<file path="config.mk">
export PLATFORM = sky130hd
export DESIGN_NAME = pipe_stage_elastic
export DESIGN_NICKNAME = d
export VERILOG_FILES = /design/src/rtl/cpu_pkg.sv /design/src/rtl/sat_counter.sv /design/src/rtl/pipe_stage_elastic.sv
export SDC_FILE = /design/constraint.sdc
export NUM_CORES = 1
export LEC_CHECK = 0
export CORE_ASPECT_RATIO = 0.9
export CORE_MARGIN = 2
export CORE_UTILIZATION = 50
export DETAILED_ROUTE_END_ITERATION = 16
export DONT_BUFFER_PORTS = 1
export SLEW_MARGIN = 15
export SYNTH_ARGS = -nofsm -noshare
export SYNTH_HDL_FRONTEND = slang
export SYNTH_SLANG_ARGS = --single-unit
</file>
<file path="constraint.sdc">
create_clock -name clk -period 2 [get_ports clk]
set_input_delay 0.3 -clock clk [delete_from_list [all_inputs] [get_ports clk]]
set_output_delay 0.3 -clock clk [all_outputs]
set_load 0.05 [all_outputs]
</file>
<file path="src/rtl/cpu_pkg.sv">
// rtl/cpu_pkg.sv - shared pipeline constants, occupancy encodings and stage field layouts
// Stage structs fix the payload width each pipe_stage_elastic instance carries.
package cpu_pkg;

  localparam logic [31:0] NOP_INSTR      = 32'h0000_0000;
  localparam logic [31:0] PC_RST_DEFAULT = 32'h0000_3000;

  localparam logic [1:0] OCC_EMPTY = 2'd0;
  localparam logic [1:0] OCC_ONE   = 2'd1;
  localparam logic [1:0] OCC_FULL  = 2'd2;

  typedef struct packed {
    logic [31:0] instr;
    logic [31:0] rs_val;
    logic [31:0] rt_val;
    logic [31:0] imm_ext;
  } de_fields_t;

  typedef struct packed {
    logic [31:0] instr;
    logic [31:0] alu_out;
    logic [31:0] rt_val;
    logic [4:0]  dst_reg;
    logic [26:0] rsvd;
  } em_fields_t;

  typedef struct packed {
    logic [31:0] instr;
    logic [31:0] alu_out;
    logic [31:0] mem_rdata;
    logic [4:0]  dst_reg;
    logic [26:0] rsvd;
  } mw_fields_t;

  localparam int DE_W = $bits(de_fields_t);
  localparam int EM_W = $bits(em_fields_t);
  localparam int MW_W = $bits(mw_fields_t);

endpackage

</file>
<file path="src/rtl/sat_counter.sv">
// rtl/sat_counter.sv - saturating up-counter with synchronous clear
// Sticks at all-ones so long stalls never wrap back to a small count.
module sat_counter #(
  parameter int CNT_W = 16
) (
  input  logic             clk,
  input  logic             clear,
  input  logic             inc,
  output logic [CNT_W-1:0] value
);

  logic [CNT_W-1:0] value_q;
  logic [CNT_W-1:0] value_d;

  always_comb begin
    value_d = value_q;
    if (inc && (value_q != {CNT_W{1'b1}})) begin
      value_d = value_q + CNT_W'(1);
    end
  end

  always_ff @(posedge clk) begin
    if (clear) begin
      value_q <= '0;
    end else begin
      value_q <= value_d;
    end
  end

  assign value = value_q;

endmodule

</file>
<file path="src/rtl/pipe_stage_elastic.sv">
// rtl/pipe_stage_elastic.sv - elastic inter-stage register with optional skid entry
// The main entry is always the head; an empty stage presents a nop payload and PC_RST.
module pipe_stage_elastic
  import cpu_pkg::*;
#(
  parameter int          DATA_W = DE_W,
  parameter logic [31:0] PC_RST = PC_RST_DEFAULT,
  parameter bit          SKID   = 1'b1,
  parameter int          CNT_W  = 16
) (
  input  logic              clk,
  input  logic              reset,
  input  logic              flush,
  input  logic              in_valid,
  output logic              in_ready,
  input  logic [DATA_W-1:0] in_data,
  input  logic [31:0]       in_pc,
  output logic              out_valid,
  input  logic              out_ready,
  output logic [DATA_W-1:0] out_data,
  output logic [31:0]       out_pc,
  output logic [1:0]        occupancy,
  output logic [CNT_W-1:0]  stall_cnt
);

  logic [1:0]        occ_q, occ_d;
  logic [DATA_W-1:0] main_data_q, main_data_d;
  logic [31:0]       main_pc_q, main_pc_d;
  logic [DATA_W-1:0] skid_data_q, skid_data_d;
  logic [31:0]       skid_pc_q, skid_pc_d;
  logic              in_ready_q, in_ready_d;
  logic              accept;
  logic              pop;
  logic              stall_inc;

  assign out_valid = (occ_q != OCC_EMPTY);
  assign out_data  = main_data_q;
  assign out_pc    = main_pc_q;
  assign occupancy = occ_q;

  // Skid mode breaks the out_ready -> in_ready path; otherwise pass it straight through.
  assign in_ready = SKID ? in_ready_q : ((occ_q == OCC_EMPTY) | out_ready);

  assign accept = in_valid & in_ready;
  assign pop    = out_valid & out_ready;

  always_comb begin
    occ_d       = occ_q;
    main_data_d = main_data_q;
    main_pc_d   = main_pc_q;
    skid_data_d = skid_data_q;
    skid_pc_d   = skid_pc_q;
    if (flush) begin
      occ_d       = OCC_EMPTY;
      main_data_d = '0;
      main_pc_d   = PC_RST;
      skid_data_d = '0;
      skid_pc_d   = PC_RST;
    end else begin
      case (occ_q)
        OCC_EMPTY: begin
          if (accept) begin
            occ_d       = OCC_ONE;
            main_data_d = in_data;
            main_pc_d   = in_pc;
          end
        end
        OCC_ONE: begin
          if (accept && pop) begin
            main_data_d = in_data;
            main_pc_d   = in_pc;
          end else if (accept && SKID) begin
            occ_d       = OCC_FULL;
            skid_data_d = in_data;
            skid_pc_d   = in_pc;
          end else if (pop && !accept) begin
            occ_d       = OCC_EMPTY;
            main_data_d = '0;
            main_pc_d   = PC_RST;
          end
        end
        OCC_FULL: begin
          if (pop) begin
            occ_d       = OCC_ONE;
            main_data_d = skid_data_q;
            main_pc_d   = skid_pc_q;
            skid_data_d = '0;
            skid_pc_d   = PC_RST;
          end
        end
        default: begin
          occ_d       = OCC_EMPTY;
          main_data_d = '0;
          main_pc_d   = PC_RST;
          skid_data_d = '0;
          skid_pc_d   = PC_RST;
        end
      endcase
    end
    in_ready_d = (occ_d != OCC_FULL);
  end

  always_ff @(posedge clk) begin
    if (reset) begin
      occ_q       <= OCC_EMPTY;
      main_data_q <= '0;
      main_pc_q   <= PC_RST;
      skid_data_q <= '0;
      skid_pc_q   <= PC_RST;
      in_ready_q  <= 1'b1;
    end else begin
      occ_q       <= occ_d;
      main_data_q <= main_data_d;
      main_pc_q   <= main_pc_d;
      skid_data_q <= skid_data_d;
      skid_pc_q   <= skid_pc_d;
      in_ready_q  <= in_ready_d;
    end
  end

  // A flushed cycle is a bubble, not a stall, so it does not count.
  assign stall_inc = out_valid & ~out_ready & ~flush;

  sat_counter #(
    .CNT_W(CNT_W)
  ) u_stall_cnt (
    .clk  (clk),
    .clear(reset),
    .inc  (stall_inc),
    .value(stall_cnt)
  );

endmodule

</file>
==> metrics.csv <==
stage,metric,value,unit
status,status,"finished, final reports clean",
power_and_ir_drop,power share of the sequential group,0.461,
synthesis,area of the mapped netlist,0.0170,mm^2
synthesis,syn nets,2187,
synthesis,ys flop type,dfxtp_1,
sta,FMAX,0.524,GHz
detailed_routing,# DRC,0,
clocking,post-CTS setup buffers,0,
synthesis,Yosys reg bits,339,
synthesis,XOR/XNOR share of the synthesized area,0,
sta,final setup fails,0,
synthesis,ys async rst share,0,
synthesis,ranking of synthesized cells by area,"dfxtp_1 40%, mux2i_1 13%, and2_1 7.1%",
synthesis,register area share after synthesis,0.398,
clocking,CTS tree,built,
power_and_ir_drop,Comb power frac,0.100,
layout,final net count,2101,
global_routing,Total GRT Usage,0.266,
synthesis,mux contribution to synthesized area,0.131,
synthesis,Mean Syn Cell Area,8.43,um^2
flow_run,max-cap viol count,0,
worst_setup_path,CP endpoint kind,primary output,
clocking,clock latency at the later pin of the worst-skew pair,0.53,ns
clocking,H-tree levels,2,
synthesis,Adder-Cell Fraction of Synth Area,0.000734,
synthesis,Synth cell types,56,
power_and_ir_drop,Power Total,0.0161,W
sta,setup_tns,0,ns
global_routing,initial antenna violation count,1,
die,Rows,64,
synthesis,number of synthesized flops with an enable pin,0,
global_routing,vias in the first global route,13400,
worst_setup_path,crit-path max FO,35,
worst_hold_path,HP Class,input pin to flip-flop,
sta,RSZ-0062 raised after global routing,false,
die,Die Area,0.0356,mm^2
detailed_routing,Initial DRC Count,994,
detailed_routing,Vias/cell,5.91,
clocking,TritonCTS buffer count,38,
synthesis,Yosys warning count,0,
sta,fin. max-slew vios,0,
clocking,Longest Clk Path Bufs,3,
power_and_ir_drop,clock power share,0.440,
detailed_routing,drt pass-1 iters,7,
synthesis,top-count cell post-synth,dfxtp_1,
clocking,Root Buffer,clkbuf_16,
power_and_ir_drop,Pleak,6.69,nW
worst_setup_path,Critical Path RT,1.70,ns
synthesis,Cells after Synth,2021,
layout,share of cells above drive strength 1,0.0759,
global_routing,gr ovfl total,0,
die,I/O Pins,345,
power_and_ir_drop,peak supply drop,0.000616,V
synthesis,Synth area leader,dfxtp_1,
detailed_routing,DR vias,14300,
die,Die X-Extent,199,um
sta,worst slew pin tran,0.708,ns
synthesis,synth cell count leaders,"339 x dfxtp_1, 291 x nor2_1, 220 x mux2i_1",
placed_design,GPL Wtd Cong,0.828,
synthesis,complex-gate fraction of the synthesized area,0.177,
placed_design,hpwl dp,29800,um
synthesis,Post-Synth Simple-Gate Area,0.215,
layout,Area Growth Syn to Fin,10.6,%
placed_design,PortBufs,0,
power_and_ir_drop,Net Sw Power,0.00433,W
power_and_ir_drop,Sw Share,0.269,
detailed_routing,Routed WL,49400,um
sta,max_slew headroom,0.526,
worst_setup_path,Crit Path Category,flip-flop to primary output,
detailed_routing,Post-DRT Antenna Nets,0,
power_and_ir_drop,P_int,0.0118,W
global_routing,first-pass GRT wire length,76400,um
sta,Final period util,0.954,
sta,Setup Skew,0.00884,ns
worst_setup_path,startpoint types,flip-flop,
die,Die Y,179,um
detailed_routing,routed length per placed instance,20.3,um
sta,"Hold Violations, Final",0,
global_routing,largest net degree at the start of global routing,75,
power_and_ir_drop,PD cells,854,mW/mm^2
clocking,Clock Pin Slew Worst Setup and Hold Paths,0.06,ns
sta,Final min period,1.91,ns
die,core box area,0.0338,mm^2
worst_setup_path,Worst Path Arrival,1.61,ns
synthesis,largest family of logic cells by synthesized area,simple AND/OR/NAND/NOR gates,
synthesis,share of the synthesized area in the top cell type,0.398,
die,Initial Util,0.504,
clocking,Num Clock Sinks,339,
-- cells by family (layout without fill, tap and decap cells) --
family	Yosys count	after routing
compound gates	453	453
mux	223	223
flops	339	339
simple gates	737	737
other cells	0	2
fa+ha+maj	1	1
buf+inv	268	210
-- flip-flops by register name, indices dropped and copies added, names as in the netlist --
register,cells
in_ready,1
occupancy,2
out_data,128
out_pc,32
skid_data_q,128
skid_pc_q,32
u_stall_cnt.value,16
-- layout by cell type (no fill, tap or decap), types with 2 or more instances in the layout --
| cell | instances |
|---|---|
| and2_1 | 193 |
| nand2b_1 | 97 |
| o21ai_1 | 4 |
| nor2b_1 | 3 |
| or2_4 | 2 |
| nor2_1 | 291 |
| nor3_1 | 4 |
| inv_1 | 68 |
| clkbuf_1 | 8 |
| o211ai_1 | 96 |
| o31ai_1 | 7 |
| nand3b_1 | 2 |
| and3b_1 | 2 |
| dfxtp_4 | 2 |
| nand2_1 | 105 |
| dlygate4sd3_1 | 6 |
| nand3_4 | 2 |
| buf_12 | 28 |
| a21oi_1 | 207 |
| nor2b_4 | 2 |
| clkbuf_8 | 11 |
| buf_4 | 39 |
| o21ai_0 | 3 |
| clkbuf_16 | 41 |
| mux2_2 | 2 |
| mux2i_1 | 220 |
| or4_1 | 7 |
| dfxtp_2 | 2 |
| nand4_1 | 6 |
| and4_1 | 3 |
| a32oi_1 | 62 |
| nand3_1 | 6 |
| diode_2 | 2 |
| clkinv_2 | 6 |
| nor4b_1 | 2 |
| o32ai_1 | 62 |
| o22ai_1 | 2 |
| dfxtp_1 | 335 |
-- routing by layer --
metal,GRT usage,share of wire,vias up
li1,-,-,6832
met1,0.352,0.43,6968
met2,0.415,0.45,472
met3,0.0830,0.093,77
met4,0.0852,0.025,0
met5,0,0,-
-- worst paths after layout --
| kind | start | end | slack [ns] | depth (start not counted) |
|---|---|---|---|---|
| worst min-delay path | reset | u_stall_cnt.value[9] | 0.02 | 2 |
| worst max-delay path | occupancy[1] | occupancy[1] | 0.09 | 2 |
| worst min register to register | skid_pc_q[27] | skid_pc_q[27] | 0.48 | 2 |
| worst max register to register | occupancy[1] | out_data[43] | 0.24 | 5 |
-- power by group through the flow --
| stage | sequential (W) | combinational [W] | clock (W) |
|---|---|---|---|
| floorplan | 0.00752 | 0.00122 | 0 |
| global placement | 0.00756 | 0.00156 | 0 |
| detailed placement | 0.00756 | 0.00158 | 0 |
| CTS | 0.00742 | 0.00161 | 0.00724 |
| global route | 0.00743 | 0.00176 | 0.00750 |
| finish | 0.00742 | 0.00160 | 0.00708 |
-- area by class of cell --
class | count | area [um^2]
Fill cell | 3070 | 15000
Timing Repair Buffer | 74 | 925
Clock inverter | 8 | 67.6
Tap cell | 462 | 578
Antenna cell | 2 | 5.00
Multi-Input combinational cell | 1414 | 9010
Clock buffer | 60 | 1210
Sequential cell | 339 | 6800
Inverter | 68 | 255
-- critical path, cell delays in order (launching register included) --
cell and delay, ns:
dfxtp_4 0.45, buf_6 0.35, buf_4 0.27
-- repair_timing --
item	in CTS	in global routing
endpoints found under the setup margin	1	0
hold endpoints to repair	23	0
resized for setup	1	0
hold buffers	6	0
-- stage by stage --
step / setup slack (ns) / instances / util / hold slack [ns] / area, um^2
floorplan: 0.0365 / 2021 / - / 0.415 / 17000
global placement: 0.294 / 2351 / 0.518 / 0.366 / 17500
detailed placement: 0.255 / 2351 / 0.518 / 0.370 / 17500
CTS: 0.0729 / 2425 / 0.557 / 0.00338 / 18800
global route: 0.0447 / 2426 / 0.558 / 0.0181 / 18800
finish: 0.0912 / 2427 / 0.558 / 0.0248 / 18800
Note: power is estimated with default switching activity, not from simulation.
